===== src/rtl/times_5_pkg.sv =====
// rtl/times_5_pkg.sv - shared types, default widths and the times-5 helper
package times_5_pkg;

  typedef enum logic [1:0] {
    IDLE  = 2'd0,
    RUN   = 2'd1,
    DRAIN = 2'd2,
    DONE  = 2'd3
  } state_t;

  localparam int DATA_W_DEF     = 16;
  localparam int OUT_W_DEF      = DATA_W_DEF + 3;
  localparam int NUM_PIXELS_DEF = 64;

  // Shift-and-add keeps the multiply out of a DSP; 3 guard bits absorb the growth.
  function automatic logic [34:0] times5(input logic [31:0] x);
    return ({3'b000, x} << 2) + {3'b000, x};
  endfunction

endpackage


===== src/rtl/hs_out_slot.sv =====
// rtl/hs_out_slot.sv - one-entry ap_hs output register with independent value/last halves
module hs_out_slot #(
  parameter int OUT_W = 19
) (
  input  logic             clk,
  input  logic             rst_n,
  input  logic             load,
  input  logic [OUT_W-1:0] load_value,
  input  logic             load_last,
  output logic [OUT_W-1:0] value,
  output logic             value_vld,
  input  logic             value_ack,
  output logic             last,
  output logic             last_vld,
  input  logic             last_ack,
  output logic             free,
  output logic             free_next,
  output logic             done
);

  logic value_done;
  logic last_done;

  // A half is complete once acked, whether in an earlier cycle or right now.
  assign value_done = !value_vld || value_ack;
  assign last_done  = !last_vld || last_ack;
  assign free       = !value_vld && !last_vld;
  assign free_next  = value_done && last_done;
  assign done       = (value_vld || last_vld) && free_next;

  always_ff @(posedge clk or negedge rst_n) begin
    if (!rst_n) begin
      value     <= '0;
      last      <= 1'b0;
      value_vld <= 1'b0;
      last_vld  <= 1'b0;
    end else if (load) begin
      value     <= load_value;
      last      <= load_last;
      value_vld <= 1'b1;
      last_vld  <= 1'b1;
    end else begin
      value_vld <= value_vld && !value_ack;
      last_vld  <= last_vld && !last_ack;
    end
  end

endmodule


===== src/rtl/times_5_hs_core.sv =====
// rtl/times_5_hs_core.sv - ap_ctrl_hs streaming kernel: FIFO in, x5, ap_hs out
module times_5_hs_core
  import times_5_pkg::*;
#(
  parameter int DATA_W     = DATA_W_DEF,
  parameter int OUT_W      = DATA_W + 3,
  parameter int NUM_PIXELS = NUM_PIXELS_DEF,
  parameter int CNT_W      = $clog2(NUM_PIXELS + 1)
) (
  input  logic              ap_clk,
  input  logic              ap_rst_n,
  input  logic              ap_start,
  output logic              ap_done,
  output logic              ap_idle,
  output logic              ap_ready,
  input  logic [DATA_W-1:0] in_value_dout,
  input  logic              in_value_empty_n,
  output logic              in_value_read,
  input  logic              in_last_dout,
  input  logic              in_last_empty_n,
  output logic              in_last_read,
  output logic [OUT_W-1:0]  out_value,
  output logic              out_value_ap_vld,
  input  logic              out_value_ap_ack,
  output logic              out_last,
  output logic              out_last_ap_vld,
  input  logic              out_last_ap_ack,
  output logic              err_last
);

  localparam logic [CNT_W-1:0] N_PIX    = CNT_W'(NUM_PIXELS);
  localparam logic [CNT_W-1:0] LAST_IDX = CNT_W'(NUM_PIXELS - 1);

  state_t           state;
  state_t           state_nxt;
  logic [CNT_W-1:0] in_cnt;
  logic [CNT_W-1:0] out_cnt;
  logic             rd;
  logic             is_last_in;
  logic             final_out;
  logic             slot_free;
  logic             slot_free_next;
  logic             slot_done;
  logic [OUT_W-1:0] load_value;

  assign is_last_in = (in_cnt == LAST_IDX);
  assign final_out  = slot_done && (out_cnt == LAST_IDX);
  assign load_value = OUT_W'(times5(32'(in_value_dout)));

  // Reading while the pending slot drains this cycle gives 1 pixel/cycle.
  assign rd = (state == RUN) && (in_cnt < N_PIX) && in_value_empty_n &&
              in_last_empty_n && (slot_free || slot_free_next);

  assign in_value_read = rd;
  assign in_last_read  = rd;
  assign ap_ready      = rd && is_last_in;
  assign ap_idle       = (state == IDLE);
  assign ap_done       = (state == DONE);

  always_ff @(posedge ap_clk or negedge ap_rst_n) begin
    if (!ap_rst_n) begin
      state <= IDLE;
    end else begin
      state <= state_nxt;
    end
  end

  always_comb begin
    state_nxt = state;
    case (state)
      IDLE:    if (ap_start) state_nxt = RUN;
      RUN:     if (rd && is_last_in) state_nxt = final_out ? DONE : DRAIN;
      DRAIN:   if (final_out) state_nxt = DONE;
      DONE:    state_nxt = IDLE;
      default: state_nxt = IDLE;
    endcase
  end

  always_ff @(posedge ap_clk or negedge ap_rst_n) begin
    if (!ap_rst_n) begin
      in_cnt   <= '0;
      out_cnt  <= '0;
      err_last <= 1'b0;
    end else begin
      if (state == IDLE && ap_start) begin
        in_cnt  <= '0;
        out_cnt <= '0;
      end else begin
        if (rd) in_cnt <= in_cnt + 1'b1;
        if (slot_done) out_cnt <= out_cnt + 1'b1;
      end
      // Sticky: the data still flows, the flag only reports the framing mismatch.
      if (rd && (in_last_dout != is_last_in)) err_last <= 1'b1;
    end
  end

  hs_out_slot #(
    .OUT_W(OUT_W)
  ) u_slot (
    .clk       (ap_clk),
    .rst_n     (ap_rst_n),
    .load      (rd),
    .load_value(load_value),
    .load_last (is_last_in),
    .value     (out_value),
    .value_vld (out_value_ap_vld),
    .value_ack (out_value_ap_ack),
    .last      (out_last),
    .last_vld  (out_last_ap_vld),
    .last_ack  (out_last_ap_ack),
    .free      (slot_free),
    .free_next (slot_free_next),
    .done      (slot_done)
  );

endmodule


===== config.mk =====
export PLATFORM = sky130hd
export DESIGN_NAME = times_5_hs_core
export DESIGN_NICKNAME = d
export VERILOG_FILES = /design/src/rtl/times_5_pkg.sv /design/src/rtl/hs_out_slot.sv /design/src/rtl/times_5_hs_core.sv
export SDC_FILE = /design/constraint.sdc
export NUM_CORES = 1
export LEC_CHECK = 0
export CAP_MARGIN = 20
export CORE_UTILIZATION = 50
export CTS_CLUSTER_DIAMETER = 200
export DETAILED_ROUTE_END_ITERATION = 10
export GPL_TIMING_DRIVEN = 0
export PLACE_DENSITY_LB_ADDON = 0.05
export RECOVER_POWER = 50
export SLEW_MARGIN = 20
export SYNTH_ARGS = -nofsm -noshare
export SYNTH_HDL_FRONTEND = slang
export SYNTH_SLANG_ARGS = --single-unit
export TNS_END_PERCENT = 1

===== constraint.sdc =====
create_clock -name ap_clk -period 2.6 [get_ports ap_clk]
set_input_delay 0.78 -clock ap_clk [delete_from_list [all_inputs] [get_ports ap_clk]]
set_output_delay 0.78 -clock ap_clk [all_outputs]
set_load 0.005 [all_outputs]

==> results_dict.tcl, run 1 <==
set metrics [dict create \
    critPathLaunchType "primary input" \
    clkSinkCount 39 \
    drcViolationCount 5 \
    clk_latency_ns 0.29 \
    h-tree-depth 2 \
    grt_pass1_vias 2142 \
    synthDistinctLibCells 49 \
    yosys.area_share.simple_pct 18.8 \
    antennaDiodeCount 0 \
    ir_drop_v 0.000536 \
    post-route-worst-setup-slack_ns -0.0339 \
    yosysMostFrequentCell "dfrtp_1" \
    first_pass_iters 7 \
    final_cells 388 \
    grt-ovfl-total 0 \
    fp.dieArea_um2 5090 \
    power_mw 2.23 \
    post-place-ws_ns -1.03 \
    avgViaCountPerCell 5.78 \
    finalMaxSlewViolations 0 \
    synth.avg_cell_area_um2 9.50 \
    busiest_layer "met2" \
    grt.total_usage_pct 24.7 \
    place_area_um2 3000 \
    post-route-min-period_ns 2.63 \
    postRouteAntennaNets 0 \
    use_met1_pct 31.4 \
    coreArea_um2 4470 \
    synth.top_cell.area_share_pct 40.6 \
    crit_path_end_kind "flop" \
    fin_skew_ns 0.00616 \
    regArea_um2 976 \
    cts_root_buf "clkbuf_8" \
    cts_tree "done" \
    cts_hold_buffers 0 \
    netlist_top_cells_count "39 x dfrtp_1, 33 x nand2_1, 20 x ha_1, 20 x nor2_1" \
    initial_core_util_pct 53.7 \
    synthAdderAreaFrac_pct 11.2 \
    relSlewSlack_pct 6.83 \
    drtIter0Drc 70 \
    yosysTopAreaCell "dfrtp_1" \
    multiInputGateArea_um2 1490 \
    path_max_fanout 7 \
    setup_viol 4 \
    rsz0062_at_grt "yes" \
    violations "design-rule violations, negative setup slack" \
    async_flop_share_pct 100 \
    fillerInstances 317 \
    synth-seq-area-share_pct 40.6 \
    syn_to_final_growth_pct 42.3 \
    synthXorXnorAreaFrac_pct 7.65 \
    ys_seq_elements 39 \
    crit_family "compound AO/OA/AOI/OAI gates" \
    period_share_pct 101 \
    postSynthCellCount 253 \
    place.gp.congestion 0.800 \
    die_w_um 71.3 \
    critical_path_arrival_ns 2.81 \
    critPathBufInv 1 \
    cts_buffers 5 \
    use_met2_pct 41.1 \
    met3_usage_pct 4.92 \
    fp.dieH_um 71.3 \
    synthTopCellsByArea "dfrtp_1 41%, ha_1 10%, xor2_1 5.8%" \
    wl_per_cell_um 15.4 \
    tightest_slew_ns 1.40 \
    syn_area_um2 2400 \
    p_leak_nw 1.59 \
    grt_first_pass_wirelength_um 9730 \
    hold_class "in2async" \
    finalInstanceArea_um2 3420 \
    hpwl_um 4060 \
    std_cell_rows 24 \
    max_freq_mhz 380 \
    io_buffer_count 51 \
    pin_count 52 \
    syn-num-nets 298 \
    crit_path_cell_trace "clkdlybuf4s50_1 > ha_1 > a21o_1 > a31o_1 > a311o_1 > a31o_2 > a22o_1" \
    hold_violations 0 \
    layout-drive-gt1-share_pct 19.0 \
    max_stage_delay_ns 0.45 \
    synth-edff-count 0 \
    cts.clk_slew.worst_paths_ns 0.08 \
    worstPathRequired_ns 2.78 \
    num_vias 2244 \
    yosysWarnings 0 \
    synth_top_family_by_area "simple AND/OR/NAND/NOR gates" \
    wirelength_um 5990 \
    numPlacedInstances 357 \
    clock_path_buffers 2 \
    grt_max_degree 33 \
    synth.area.mux_share_pct 0.885 \
    worst_hold_slack_ns 0.386 \
    synth_ff_type "dfrtp_1" \
    antenna_found_initial 0 \
    status "finished with violations" \
    maxCapViolations 0 \
    synth_compound_area_share_pct 18.3 \
    cp_slowest_cell "clkdlybuf4s50_1" \
    power_density_nw_per_um2 651 \
    nNetsFinal 380 \
    critPathKind "in2reg" \
]
## worst register-to-register path: cells and delay by family, from the launching register on
kind / cells / cell delay (ns)
adders and majority gates: 1 / 0.24
DFF: 1 / 0.41
buffers and inverters: 7 / 0.89
and+or+nand+nor: 5 / 0.60
## state kept, by name (all words and copies together) (netlist names)
| signal | flops |
|---|---|
| u_slot.value | 19 |
| in_cnt | 7 |
| out_cnt | 7 |
| state | 2 |
| err_last | 1 |
| u_slot.last | 1 |
| u_slot.last_vld | 1 |
| u_slot.value_vld | 1 |
## final timing paths
kind	startpoint	to	slack [ns]	cells after the start
setup reg to reg	in_cnt[0]	in_cnt[6]	0.35	13
max in group asynchronous	ap_rst_n	u_slot.value[16]	0.46	2
min in group ap_clk	err_last	err_last	0.47	1
hold / removal	ap_rst_n	u_slot.value_vld	0.39	1
setup / recovery	in_value_dout[11]	u_slot.value[18]	-0.03	7
hold reg to reg	err_last	err_last	0.47	1
## layer usage
metal | up-vias | share of wire, % | wire length (µm)
met2 | 56 | 49 | 2940
met3 | 14 | 5.1 | 308
li1 | 1084 | - | -
met1 | 1090 | 43 | 2590
met4 | 0 | 2.6 | 156
met5 | - | 0 | 0
## final cells by class
| class | count | share of cell area (%) |
|---|---|---|
| Clock inverter | 3 | 1.28 |
| Sequential cell | 39 | 28.5 |
| Timing Repair Buffer | 77 | 20.6 |
| Clock buffer | 5 | 2.01 |
| Multi-Input combinational cell | 201 | 43.6 |
| Inverter | 4 | 0.805 |
| Tap cell | 52 | 1.90 |
| Buffer | 7 | 1.32 |
## power breakdown
group          internal, mW  switching [mW]
Clock                 0.286           0.219
Combinational         0.436           0.355
Sequential            0.788           0.144
## through the flow
stage               util [%]  setup TNS, ns
floorplan                  -        -0.0179
global placement        66.7         -16.30
detailed placement      67.0          -6.76
CTS                     74.5         -0.473
global route            76.5         -0.660
finish                  76.5        -0.0812
## layout by cell type, fill, tap and decap left out, drive strengths merged, types with 2 or more instances in the layout
| cell | synthesis | routed |
|---|---|---|
| o31ai | 2 | 2 |
| clkdlybuf4s15 | 0 | 3 |
| ha | 20 | 20 |
| dlygate4sd3 | 0 | 5 |
| xor2 | 16 | 16 |
| a221o | 2 | 2 |
| xnor2 | 5 | 5 |
| nor3 | 4 | 4 |
| buf | 5 | 33 |
| a21o | 8 | 8 |
| o211ai | 3 | 3 |
| nand3 | 9 | 9 |
| clkdlybuf4s50 | 0 | 31 |
| and3 | 8 | 8 |
| a21oi | 7 | 7 |
| nor2 | 20 | 20 |
| inv | 4 | 3 |
| clkbuf | 4 | 11 |
| a31o | 2 | 2 |
| o21bai | 2 | 2 |
| o21ai | 19 | 19 |
| and2 | 2 | 2 |
| nand4 | 6 | 6 |
| dfrtp | 39 | 39 |
| nor4 | 2 | 2 |
| or3 | 2 | 2 |
| nor2b | 3 | 3 |
| a41oi | 3 | 3 |
| dlymetal6s2s | 0 | 3 |
| dlygate4sd2 | 0 | 2 |
| nand2 | 33 | 33 |
| a211oi | 4 | 4 |
| nand2b | 4 | 4 |
| clkinv | 0 | 3 |
| o2111ai | 3 | 3 |
## cell families after synthesis
family,count (synthesis)
AOI/OAI and AO/OA,62
xor gates and xnor gates,21
adders and majority gates,21
buffers and inverters,13
DFF,39
muxes,2
and+or+nand+nor,95
## timing repair
action / in CTS / in global routing
endpoints found under the hold margin: 0 / 0
resized for setup: 54 / 16
buffers inserted: 20 / 5
setup endpoints to repair: 10 / 12
pin swaps: 10 / 6
Power figures use the tool's default switching activity.
==> run 2, diff against run 1 <==
Settings changed: CORE_UTILIZATION 50 to 30.
==> run 2 against run 1 <==
The run now ends clean. Register-to-register slack improved by 0.16 ns. Maximum frequency rose by 3.5%. Global-route usage fell by 9.0 points. Clock power shrank 7.7%. Critical path type unchanged.
==> results_dict.tcl, run 2 (synthesized netlist as in run 1, its figures left out) <==
set metrics [dict create \
    layout_common_cells "39 x dfrtp_1, 33 x nand2_1, 32 x clkdlybuf4s50_1" \
    die_w_um 91.5 \
    coreArea_um2 7730 \
    regArea_um2 976 \
    wirelength_um 6290 \
    post-route-worst-setup-slack_ns 0.0543 \
    fin_skew_ns 0.00800 \
    p_leak_nw 1.56 \
    layout_commonest_cell "dfrtp_1" \
    crit_path_cell_trace "clkdlybuf4s50_1 > ha_4 > a21o_1 > a31o_1 > a311o_1 > a31o_2 > a22o_1" \
    switching_power_mw 0.721 \
    hpwl_um 4520 \
    post-place-ws_ns -1.06 \
    rsz0062_at_grt "yes" \
    cts_tree "done" \
    grt_max_degree 25 \
    drtIter0Drc 57 \
    post-route-min-period_ns 2.55 \
    antennaDiodeCount 0 \
    cts.clk_slew.worst_paths_ns 0.08 \
    relSlewSlack_pct 39.1 \
    cts_root_buf "clkbuf_8" \
    power_density_nw_per_um2 634 \
    io_buffer_count 51 \
    tightest_slew_ns 0.914 \
    max_freq_mhz 393 \
    avgViaCountPerCell 4.96 \
    wl_per_cell_um 14.6 \
    largest_reg_flops 19 \
    hold_violations 0 \
    critical_path_arrival_ns 2.74 \
    cp_slowest_cell "clkdlybuf4s50_1" \
    internal-power_mw 1.48 \
    final_core_util_pct 44.8 \
    first_pass_iters 7 \
    drcViolationCount 0 \
    grt_pass1_vias 2128 \
    power_mw 2.20 \
    postRouteAntennaNets 0 \
    r2r_slack_ns 0.51 \
    fp.dieH_um 91.5 \
    multiInputGateArea_um2 1560 \
    cts_buffers 5 \
    critPathLaunchType "primary input" \
    setup_viol 0 \
    finalMaxSlewViolations 0 \
    comb_power_share_pct 36.2 \
    ir_drop_v 0.000206 \
    layout-drive-gt1-share_pct 19.2 \
    maxCapViolations 0 \
    period_share_pct 97.9 \
    path_max_fanout 7 \
    syn_to_final_growth_pct 44.1 \
    critPathKind "in2reg" \
    worstPathRequired_ns 2.80 \
    h-tree-depth 2 \
    hold_class "reg2reg" \
    pwr-share-seq_pct 42.6 \
    place_area_um2 3060 \
    std_cell_rows 32 \
    top_register "u_slot.value" \
    clock_path_buffers 2 \
    power_frac_clock_pct 21.2 \
    grt_first_pass_wirelength_um 10300 \
    grt.total_usage_pct 15.7 \
    clk_latency_ns 0.30 \
    final_cells 430 \
    reg_top3 "u_slot.value: 19 flops, in_cnt: 7 flops, out_cnt: 7 flops" \
    finalInstanceArea_um2 3460 \
    fp.dieArea_um2 8370 \
    numPlacedInstances 407 \
    pin_count 52 \
    max_stage_delay_ns 0.53 \
    grt-ovfl-total 0 \
    num_vias 2133 \
    tns_ns 0 \
    cts_hold_buffers 0 \
    fillerInstances 752 \
    netSwitchingFraction_pct 32.8 \
    status "complete, no violations" \
    place.gp.congestion 0.769 \
    crit_path_end_kind "flop" \
    antenna_found_initial 0 \
    initial_core_util_pct 31.1 \
    worst_hold_slack_ns 0.476 \
    clkSinkCount 39 \
    nNetsFinal 372 \
]
## run 2: final timing paths
kind / depth (start not counted) / end / startpoint
setup / recovery: 7 / u_slot.value[18] / in_value_dout[13]
hold / removal: 1 / err_last / err_last
setup reg to reg: 9 / state[1] / state[1]
hold reg to reg: 1 / err_last / err_last
max in group asynchronous: 2 / in_cnt[4] / ap_rst_n
min in group asynchronous: 1 / u_slot.value[1] / ap_rst_n
## run 2: final cells by class
type                    instances  area share [%]
plain buffers                   6           0.867
clock buffers                   8            2.89
inverters                       4           0.795
multi-input cells             201            45.1
flip-flops and latches         39            28.2
well taps                     102            3.68
repair buffers                 70            18.5
## run 2: power by group through the flow
stage | combinational (mW) | clock [mW] | sequential (mW)
final | 0.796 | 0.465 | 0.936
after global routing | 0.895 | 0.504 | 0.963
after CTS | 0.791 | 0.482 | 0.938
after detailed placement | 0.734 | 0 | 0.948
after global placement | 0.725 | 0 | 0.951
after floorplan | 0.395 | 0 | 0.927
## run 2: critical path: cells and delay by family
kind	cells	cell delay (ns)
fa+ha+maj	1	0.24
buf+inv	1	0.53
compound gates	5	1.19
## run 2: layer usage
| metal | track usage (%) | vias to the layer above | wire length [µm] |
|---|---|---|---|
| li1 | - | 1072 | - |
| met1 | 21.4 | 1008 | 3120 |
| met2 | 24.9 | 48 | 2870 |
| met3 | 3.18 | 5 | 240 |
| met4 | 4.76 | 0 | 57 |
| met5 | 0 | - | 0 |
## run 2: what timing repair did
| action | CTS | global route |
|---|---|---|
| resized for setup | 63 | 21 |
| buffers inserted | 14 | 4 |
| endpoints found under the setup margin | 10 | 10 |
| pin swaps | 8 | 8 |
==> run 3, diff against run 2 <==
Settings changed: CTS_CLUSTER_SIZE from default to 16.
==> results of run 3 <==
The final DEF is identical to that of run 2; final timing and power are the same.
